<file path="config.mk">
export PLATFORM = sky130hd
export DESIGN_NAME = lab1_imul_int_mul_var_skip
export DESIGN_NICKNAME = d
export VERILOG_FILES = /design/src/rtl/lab1_imul_int_mul_var_skip.sv
export SDC_FILE = /design/constraint.sdc
export NUM_CORES = 1
export LEC_CHECK = 0
export CAP_MARGIN = 20
export CORE_ASPECT_RATIO = 0.8
export CORE_MARGIN = 2
export CORE_UTILIZATION = 47
export CTS_CLUSTER_SIZE = 40
export DETAILED_ROUTE_END_ITERATION = 6
export PLACE_DENSITY_LB_ADDON = 0.05
export SETUP_SLACK_MARGIN = 0.2
export SLEW_MARGIN = 20
export SYNTH_ARGS = -nofsm -noshare
export SYNTH_HDL_FRONTEND = slang
export SYNTH_SLANG_ARGS = --single-unit
</file>
<file path="constraint.sdc">
create_clock -name clk -period 3.97 [get_ports clk]
set_input_delay 0.794 -clock clk [delete_from_list [all_inputs] [get_ports clk]]
set_output_delay 0.794 -clock clk [all_outputs]
set_load 0.01 [all_outputs]
</file>
<file path="src/rtl/lab1_imul_int_mul_var_skip.sv">
// rtl/lab1_imul_int_mul_var_skip.sv - variable-latency iterative integer multiplier with zero skipping
//
// Purpose:
//   Takes an operand pair {a, b} on a val/rdy input stream. Returns the low
//   p_nbits of a*b on a val/rdy output stream. Each CALC iteration does one
//   of two things:
//     - adds the shifted multiplicand when b_reg[0] is set, or
//     - skips the run of trailing zeros in the low p_win bits of b_reg.
//   Iteration stops as soon as the remaining multiplier bits are all zero.
//
// Configuration:
//   LAB1_IMUL_INT_MUL_VAR_SKIP_EN - when defined, zero skipping is enabled with
//   shifts of up to p_win bits. When undefined, every iteration shifts by one
//   bit. Products are identical in both builds; only latency differs.
//
// Parameters:
//   p_nbits      operand/result width (>= 2)
//   p_win        skip window width in bits (1..p_nbits)
//
// Ports:
//   clk          clock, rising edge
//   reset        asynchronous active-high reset
//   istream_val  request valid
//   istream_rdy  request ready (only in IDLE, forced low during reset)
//   istream_msg  request operands {a, b}
//   ostream_val  response valid (only in DONE, forced low during reset)
//   ostream_rdy  response ready
//   ostream_msg  product a*b mod 2^p_nbits

module lab1_imul_int_mul_var_skip #(
    parameter int p_nbits = 32,
    parameter int p_win   = 8
) (
    input  logic                 clk,
    input  logic                 reset,
    input  logic                 istream_val,
    output logic                 istream_rdy,
    input  logic [2*p_nbits-1:0] istream_msg,
    output logic                 ostream_val,
    input  logic                 ostream_rdy,
    output logic [p_nbits-1:0]   ostream_msg
);

    localparam int SW = $clog2(p_win + 1);

    typedef enum logic [1:0] {
        IDLE = 2'd0,
        CALC = 2'd1,
        DONE = 2'd2
    } state_t;

    state_t             state_q, state_d;
    logic [p_nbits-1:0] a_q, a_d;
    logic [p_nbits-1:0] b_q, b_d;
    logic [p_nbits-1:0] result_q, result_d;

    logic [SW-1:0]      shamt;
    logic [p_nbits-1:0] b_shifted;
    logic [p_nbits-1:0] req_a;
    logic [p_nbits-1:0] req_b;

    assign req_a = istream_msg[2*p_nbits-1:p_nbits];
    assign req_b = istream_msg[p_nbits-1:0];

`ifdef LAB1_IMUL_INT_MUL_VAR_SKIP_EN
    logic [p_win-1:0] window;
    logic [SW-1:0]    tz_count;

    assign window = b_q[p_win-1:0];

    // Trailing-zero count of the window. Scanning from the top down lets the
    // lowest set bit win. An all-zero window keeps the default of p_win.
    always_comb begin
        tz_count = SW'(p_win);
        for (int i = p_win - 1; i >= 0; i--) begin
            if (window[i]) begin
                tz_count = SW'(i);
            end
        end
    end

    // A set LSB always means add-then-shift-by-one. Otherwise skip the
    // zero run. tz_count is never 0 here because window[0] is clear.
    always_comb begin
        shamt = b_q[0] ? SW'(1) : tz_count;
    end
`else
    always_comb begin
        shamt = SW'(1);
    end
`endif

    assign b_shifted = b_q >> shamt;

    always_comb begin
        state_d  = state_q;
        a_d      = a_q;
        b_d      = b_q;
        result_d = result_q;

        case (state_q)
            IDLE: begin
                if (istream_val) begin
                    a_d      = req_a;
                    b_d      = req_b;
                    result_d = '0;
                    state_d  = (req_b == '0) ? DONE : CALC;
                end
            end
            CALC: begin
                if (b_q[0]) begin
                    result_d = result_q + a_q;
                end
                a_d = a_q << shamt;
                b_d = b_shifted;
                if (b_shifted == '0) begin
                    state_d = DONE;
                end
            end
            DONE: begin
                if (ostream_rdy) begin
                    state_d = IDLE;
                end
            end
            default: begin
                state_d = IDLE;
            end
        endcase
    end

    always_ff @(posedge clk or posedge reset) begin
        if (reset) begin
            state_q  <= IDLE;
            a_q      <= '0;
            b_q      <= '0;
            result_q <= '0;
        end else begin
            state_q  <= state_d;
            a_q      <= a_d;
            b_q      <= b_d;
            result_q <= result_d;
        end
    end

    // Reset gating keeps istream_rdy low while reset is held, even though the
    // state register already reads IDLE.
    assign istream_rdy = (state_q == IDLE) && !reset;
    assign ostream_val = (state_q == DONE) && !reset;
    assign ostream_msg = result_q;

endmodule

</file>
# == Word level (Yosys, flattened, before mapping) ==
# Index checks and enable logic that the tools add are counted.
# W data, S select, Z words.
# word_totals
word_cells,33
reg_bits,98
# op_classes
mux,12
n_eq_ne,6
reduce_logical,10
n_addsub,1
# op_table
cell,count
$pmux W32 S2,3
$mux W32,4
$logic_not A32 Y1,2
$add A32 B32 Y32,1
$mux W2,4
$ne A2 B2 Y1 const B,4
$pmux W2 S3,1
$reduce_and A3 Y1,2
$eq A2 B1 Y1 const B,1
$eq A2 B2 Y1 const B,1
$logic_and A1 B1 Y1,2
$logic_not A2 Y1,1
$reduce_and A2 Y1,1
$reduce_bool A2 Y1,1
$logic_not A1 Y1,1

# == Logic depth before layout (Yosys ltp) ==
# logic_depth
ltp_word,4
depth_mapped,11
mapped_depth_nobuf,11

# == Least setup slack after synthesis ==
# No wires, ideal clock.
# synth_path
path_type,reg2reg
from,register result_q[0] (netlist: ostream_msg[0])
to,register result_q[30] (netlist: ostream_msg[30])
path_stages_with_launch,12
path_slack_ps,1352
arrival_time_ps,2484
period_less_slack_ps,2618
setup_ps,133
n_path_buf,0
cell_sequence,dfrtp_1 > ha_1 > inv_1 > fa_1 > nand2b_1 > a21oi_1 > o21ai_2 > o211ai_2 > a41oi_1 > o41ai_2 > xnor2_1 > o21ai_0
# synth_between
elab_chain_cells,3
# synth_lines
element,line_no,rtl
start: declaration,55,"logic [p_nbits-1:0] result_q, result_d;"
start signal: assignment,141,result_q <= result_d;
$add A32 B32 Y32,112,result_d = result_q + a_q;
$mux W32,111,if (b_q[0]) begin
$pmux W32 S2,101,case (state_q)
# Every way passes these cells. The select of a mux whose other input is x is not followed.
# A chain may end at the register's enable or synchronous reset.

# == Worst setup path in the final report ==
# layout_path
from,register result_q[0] (netlist: ostream_msg[0])
to,register result_q[28] (netlist: ostream_msg[28])
# Same word-level chain as after synthesis.

==> impl_summary.md <==
Critical path
The cell at the slowest stage of the critical path is sky130_fd_sc_hd__o311ai_1. By startpoint and endpoint, the worst setup path is classified as register to register. The highest cell delay on the worst timing path is ~0.6 ns. At the worst endpoint, the arrival time is ~3.2 ns. The family with the most delay on the worst path is compound AO/OA/AOI/OAI gates. The endpoint required time on the critical path is ~4.2 ns. In this run the worst path has a maximum fanout of 4. Together, buffers and inverters on the worst path number 1.

Traced cell by cell, the critical path runs through ha_1 -> inv_1 -> fa_1 -> nand2b_1 -> a21oi_1 -> o21ai_2 -> o211ai_2 -> nand2_1 -> o311ai_1 -> o31a_1 -> o211ai_1. The worst setup path is launched from a register. The endpoint kind of the worst setup timing path is a register.

Timing
Headroom to the max-slew limit came out at 0.3558. The shortest clock period the worst path allows after layout is a little over 3 ns. The number of endpoints with negative hold slack in the final report is 0. In the final timing run, aggregate negative setup slack is 0 ns. The actual transition at the worst max-transition pin is 0.9664 ns. The setup violation total in the final timing report is 0. Of the available clock period, the critical path in the final layout requires 0.7631. Between clock sinks in the finished design, the worst skew comes to about 0.0074 ns. The count of final max-slew check failures is 0.

The upper clock frequency limit is about 330 MHz. Setup repair after global routing left no endpoint under its margin.

Cells and area
The area added between synthesis and finish is 24.98%. The storage element area is 0.002452 mm2. The area of all placed cells without fillers is about 0.0074 mm2.

The antenna diode instance count is 0. After the last flow step, the layout net total stands at ~890. The multi-input combinational cell area is around 0.0033 mm2.

The layout has 1107 filler cells. The non-filler instance count after layout is ~970. The library cell used most frequently in the layout, excluding fill and tap cells, is sky130_fd_sc_hd__nand2_1. The fraction of final layout cells with drive strength greater than 1 is 0.05528.

The top cell types in the final layout, fill and taps aside, are sky130_fd_sc_hd__nand2_1 (163), sky130_fd_sc_hd__clkdlybuf4s50_1 (101), sky130_fd_sc_hd__dfrtp_1 (98).

Synthesis
The most used flip-flop cell after synthesis is sky130_fd_sc_hd__dfrtp_1. Dividing the synthesized area by the synthesized cell count gives between 8 and 9 um2. After synthesis the netlist holds a flip-flop and latch count of 98. The portion of the post-synthesis area used by sequential elements is 0.4115. After synthesis the cells add up to between 0.005 and 0.006 mm2. The post-synthesis async set-or-reset flop share is 1.000. The xor-xnor portion of the synthesized cell area is 0.03527. Synthesis handed over a netlist of between 700 and 800 instances. Of the total synthesized cell area, the portion taken by full adders, half adders and majority gates is 0.06844.

The simple-gate share of the synthesized area is 0.2284. The net count of the mapped netlist is 816. The synthesized design contains 0 enable-type register cells. The main combinational cell family by area after synthesis is simple AND/OR/NAND/NOR gates. The warning count from the yosys run is 0. The proportion of synthesized area in mux cells is 0.003359. The number of library cell types mapped by synthesis is 63. The compound-cell area share of the yosys netlist is 0.2167.

Clock tree
The clock insertion delay at the later pin of the skew report is approximately 0.35 ns. Clock tree synthesis selected as its root buffer the cell sky130_fd_sc_hd__clkbuf_16. Post-CTS repair changed the size of 0 cells.

The clock tree buffer depth is 2. The number of hold buffers added after cts is 0. TritonCTS built the clock tree. The clock drives 98 sinks. TritonCTS created 9 clock buffers. The H-tree was split into 3 levels.

Once the clock tree was built, the setup fixing pass inserted 0 buffers. The clock-pin slew on the worst setup and hold paths is about 0.06 ns.

Placed design
At the end of routability-driven placement, the weighted congestion stood at approximately 0.85. Summing all placed instances gives a cell area of between 0.007 and 0.008 mm2. The port buffer count is 101. The final HPWL from detailed placement is between 10 and 15 mm. Once placement completed, the tool counted placed cells totaling roughly 950.

Routing
For this block, the routed nets add up to between 15 and 20 mm of wire. Dividing the detail-routed wire length by the instance count gives around 16 um. The first-pass iteration count of the detailed router is 4. The detail route stage leaves a number of antenna-violating nets equal to 0. The via count is between 5k and 6k.

The number of DRC markers in iteration 0 is between 300 and 400. The number of remaining DRC errors is 0. In the routed layout, each cell is associated on average with a via count of between 5 and 6.

Hold path
The path type of the worst min-delay path is register to register.

Global route
The maximum number of pins on one net before global-route repair is between 100 and 150. The number of antenna violations at the first check in global routing is 0. The sum of overflow across all layers after global routing is 0. The via count of the first global-routing pass is between 5k and 6k.

The total global routing track utilization is 0.2392. The first global-routing pass estimated 26.14 mm of wire.

Die
The floorplan has 36 rows. The die span in y is about 100 um. The floorplan step set the die width to about 130 um. The die area is 0.01360 mm2.

102 I/O pins were placed. The initial standard-cell utilization of the core is 0.4846. The floorplan core area is ~0.012 mm2.

Power
The net switching power of the design is between 3 and 4 mW. The overall power is between 7 and 8 mW. The peak supply drop is 463.6 uV. The leakage power of the design is roughly 3.3 nW. Of the total power, registers draw 0.273. The net switching fraction of the power is 0.4430. Of the total power, the clock network draws 0.151. The combinational power share is 0.577. The power density normalized to cell area is 963.2 mW/mm2. The internal power summed over all cells is around 4.0 mW.

Status
The flow ran to the end, and the final reports show no timing, DRC or antenna violations.

Flow run
Across the run, the number of max-cap violations was 0.
==> worst register-to-register path: cells and delay by family, from the launching register on <==
kind | cells | cell delay [ns]
flops | 1 | 0.37
fa+ha+maj | 2 | 0.57
simple gates | 2 | 0.32
compound gates | 6 | 1.57
buf+inv | 1 | 0.07
==> per-stage QoR <==
step                      hold WS [ns]    util  setup slack, ns
after global placement          0.4896  0.5749            1.108
after detailed placement        0.5061  0.5749           0.9954
final                           0.5153  0.6057           0.9403
after floorplan                 0.4749       -           0.6139
after global routing            0.5619  0.6057           0.6852
after CTS                       0.5188  0.6055           0.9905
==> power by group through the flow <==
stage / combinational (mW) / clock [mW] / sequential [mW]
floorplan: 3.08 / 0 / 1.88
global placement: 4.01 / 0 / 1.95
detailed placement: 4.09 / 0 / 1.97
CTS: 4.13 / 1.10 / 1.95
global route: 4.65 / 1.15 / 2.03
finish: 4.14 / 1.08 / 1.96
==> registers in the layout, indices dropped and copies added, names as in the netlist <==
name and flops:
b_q 32, ostream_msg 32, state_q 2, a_q 32
==> synth_stat cells (4+ instances only) <==
cell type,n,area [um2]
sky130_fd_sc_hd__nor3b_1,4,30.03
sky130_fd_sc_hd__nor3_1,4,20.02
sky130_fd_sc_hd__buf_1,4,15.01
sky130_fd_sc_hd__xnor2_1,14,122.6
sky130_fd_sc_hd__nor4_1,15,93.84
sky130_fd_sc_hd__inv_1,9,33.78
sky130_fd_sc_hd__dfrtp_1,98,2452
sky130_fd_sc_hd__ha_1,31,387.9
sky130_fd_sc_hd__nand3_1,10,50.05
sky130_fd_sc_hd__o21bai_1,4,30.03
sky130_fd_sc_hd__nand2b_1,7,43.79
sky130_fd_sc_hd__nand4_1,6,37.54
sky130_fd_sc_hd__o21ai_0,42,210.2
sky130_fd_sc_hd__nor2_1,79,296.5
sky130_fd_sc_hd__nand2_1,165,619.3
sky130_fd_sc_hd__and2_1,5,31.28
sky130_fd_sc_hd__a21oi_1,25,125.1
sky130_fd_sc_hd__o211ai_1,4,30.03
sky130_fd_sc_hd__a21o_1,17,127.6
sky130_fd_sc_hd__clkbuf_1,34,127.6
sky130_fd_sc_hd__a31oi_1,67,419.2
sky130_fd_sc_hd__xor2_1,10,87.58
==> cells by family (layout without fill, tap and decap cells) <==
| logic type | Yosys count | after routing |
|---|---|---|
| AO/OA/AOI/OAI | 196 | 196 |
| XOR/XNOR | 24 | 24 |
| AND/OR/NAND/NOR | 311 | 311 |
| multiplexers | 2 | 2 |
| buffers and inverters | 53 | 133 |
| adder cells (fa/ha/maj) | 32 | 32 |
| flip-flops | 98 | 98 |
==> final cells by class <==
class / count / share of cell area
Multi-Input combinational cell: 565 / 0.4440
Inverter: 9 / 0.004704
Timing Repair Buffer: 108 / 0.1428
Tap cell: 171 / 0.02872
Clock buffer: 10 / 0.03208
Clock inverter: 6 / 0.01848
Sequential cell: 98 / 0.3292
==> metal layers <==
| metal | track usage | vias to the layer above | routed length [um] |
|---|---|---|---|
| li1 | - | 2691 | - |
| met3 | 0.07322 | 11 | 929 |
| met1 | 0.3594 | 2613 | 7619 |
| met4 | 0.04455 | 0 | 128 |
| met2 | 0.3414 | 130 | 6803 |
| met5 | 0 | - | 0 |
==> worst paths after layout <==
kind                            slack (ns)            from  cells after the start              end
worst max-delay path                  0.94  ostream_msg[0]                     11  ostream_msg[28]
worst min-delay path                  0.52          a_q[0]                      2           a_q[1]
worst max register to register        0.94  ostream_msg[0]                     11  ostream_msg[28]
worst min register to register        0.52          a_q[0]                      2           a_q[1]
max in group asynchronous             2.20           reset                      3          a_q[14]
min in group asynchronous             0.92           reset                      2       state_q[1]
Power figures use the tool's default switching activity.
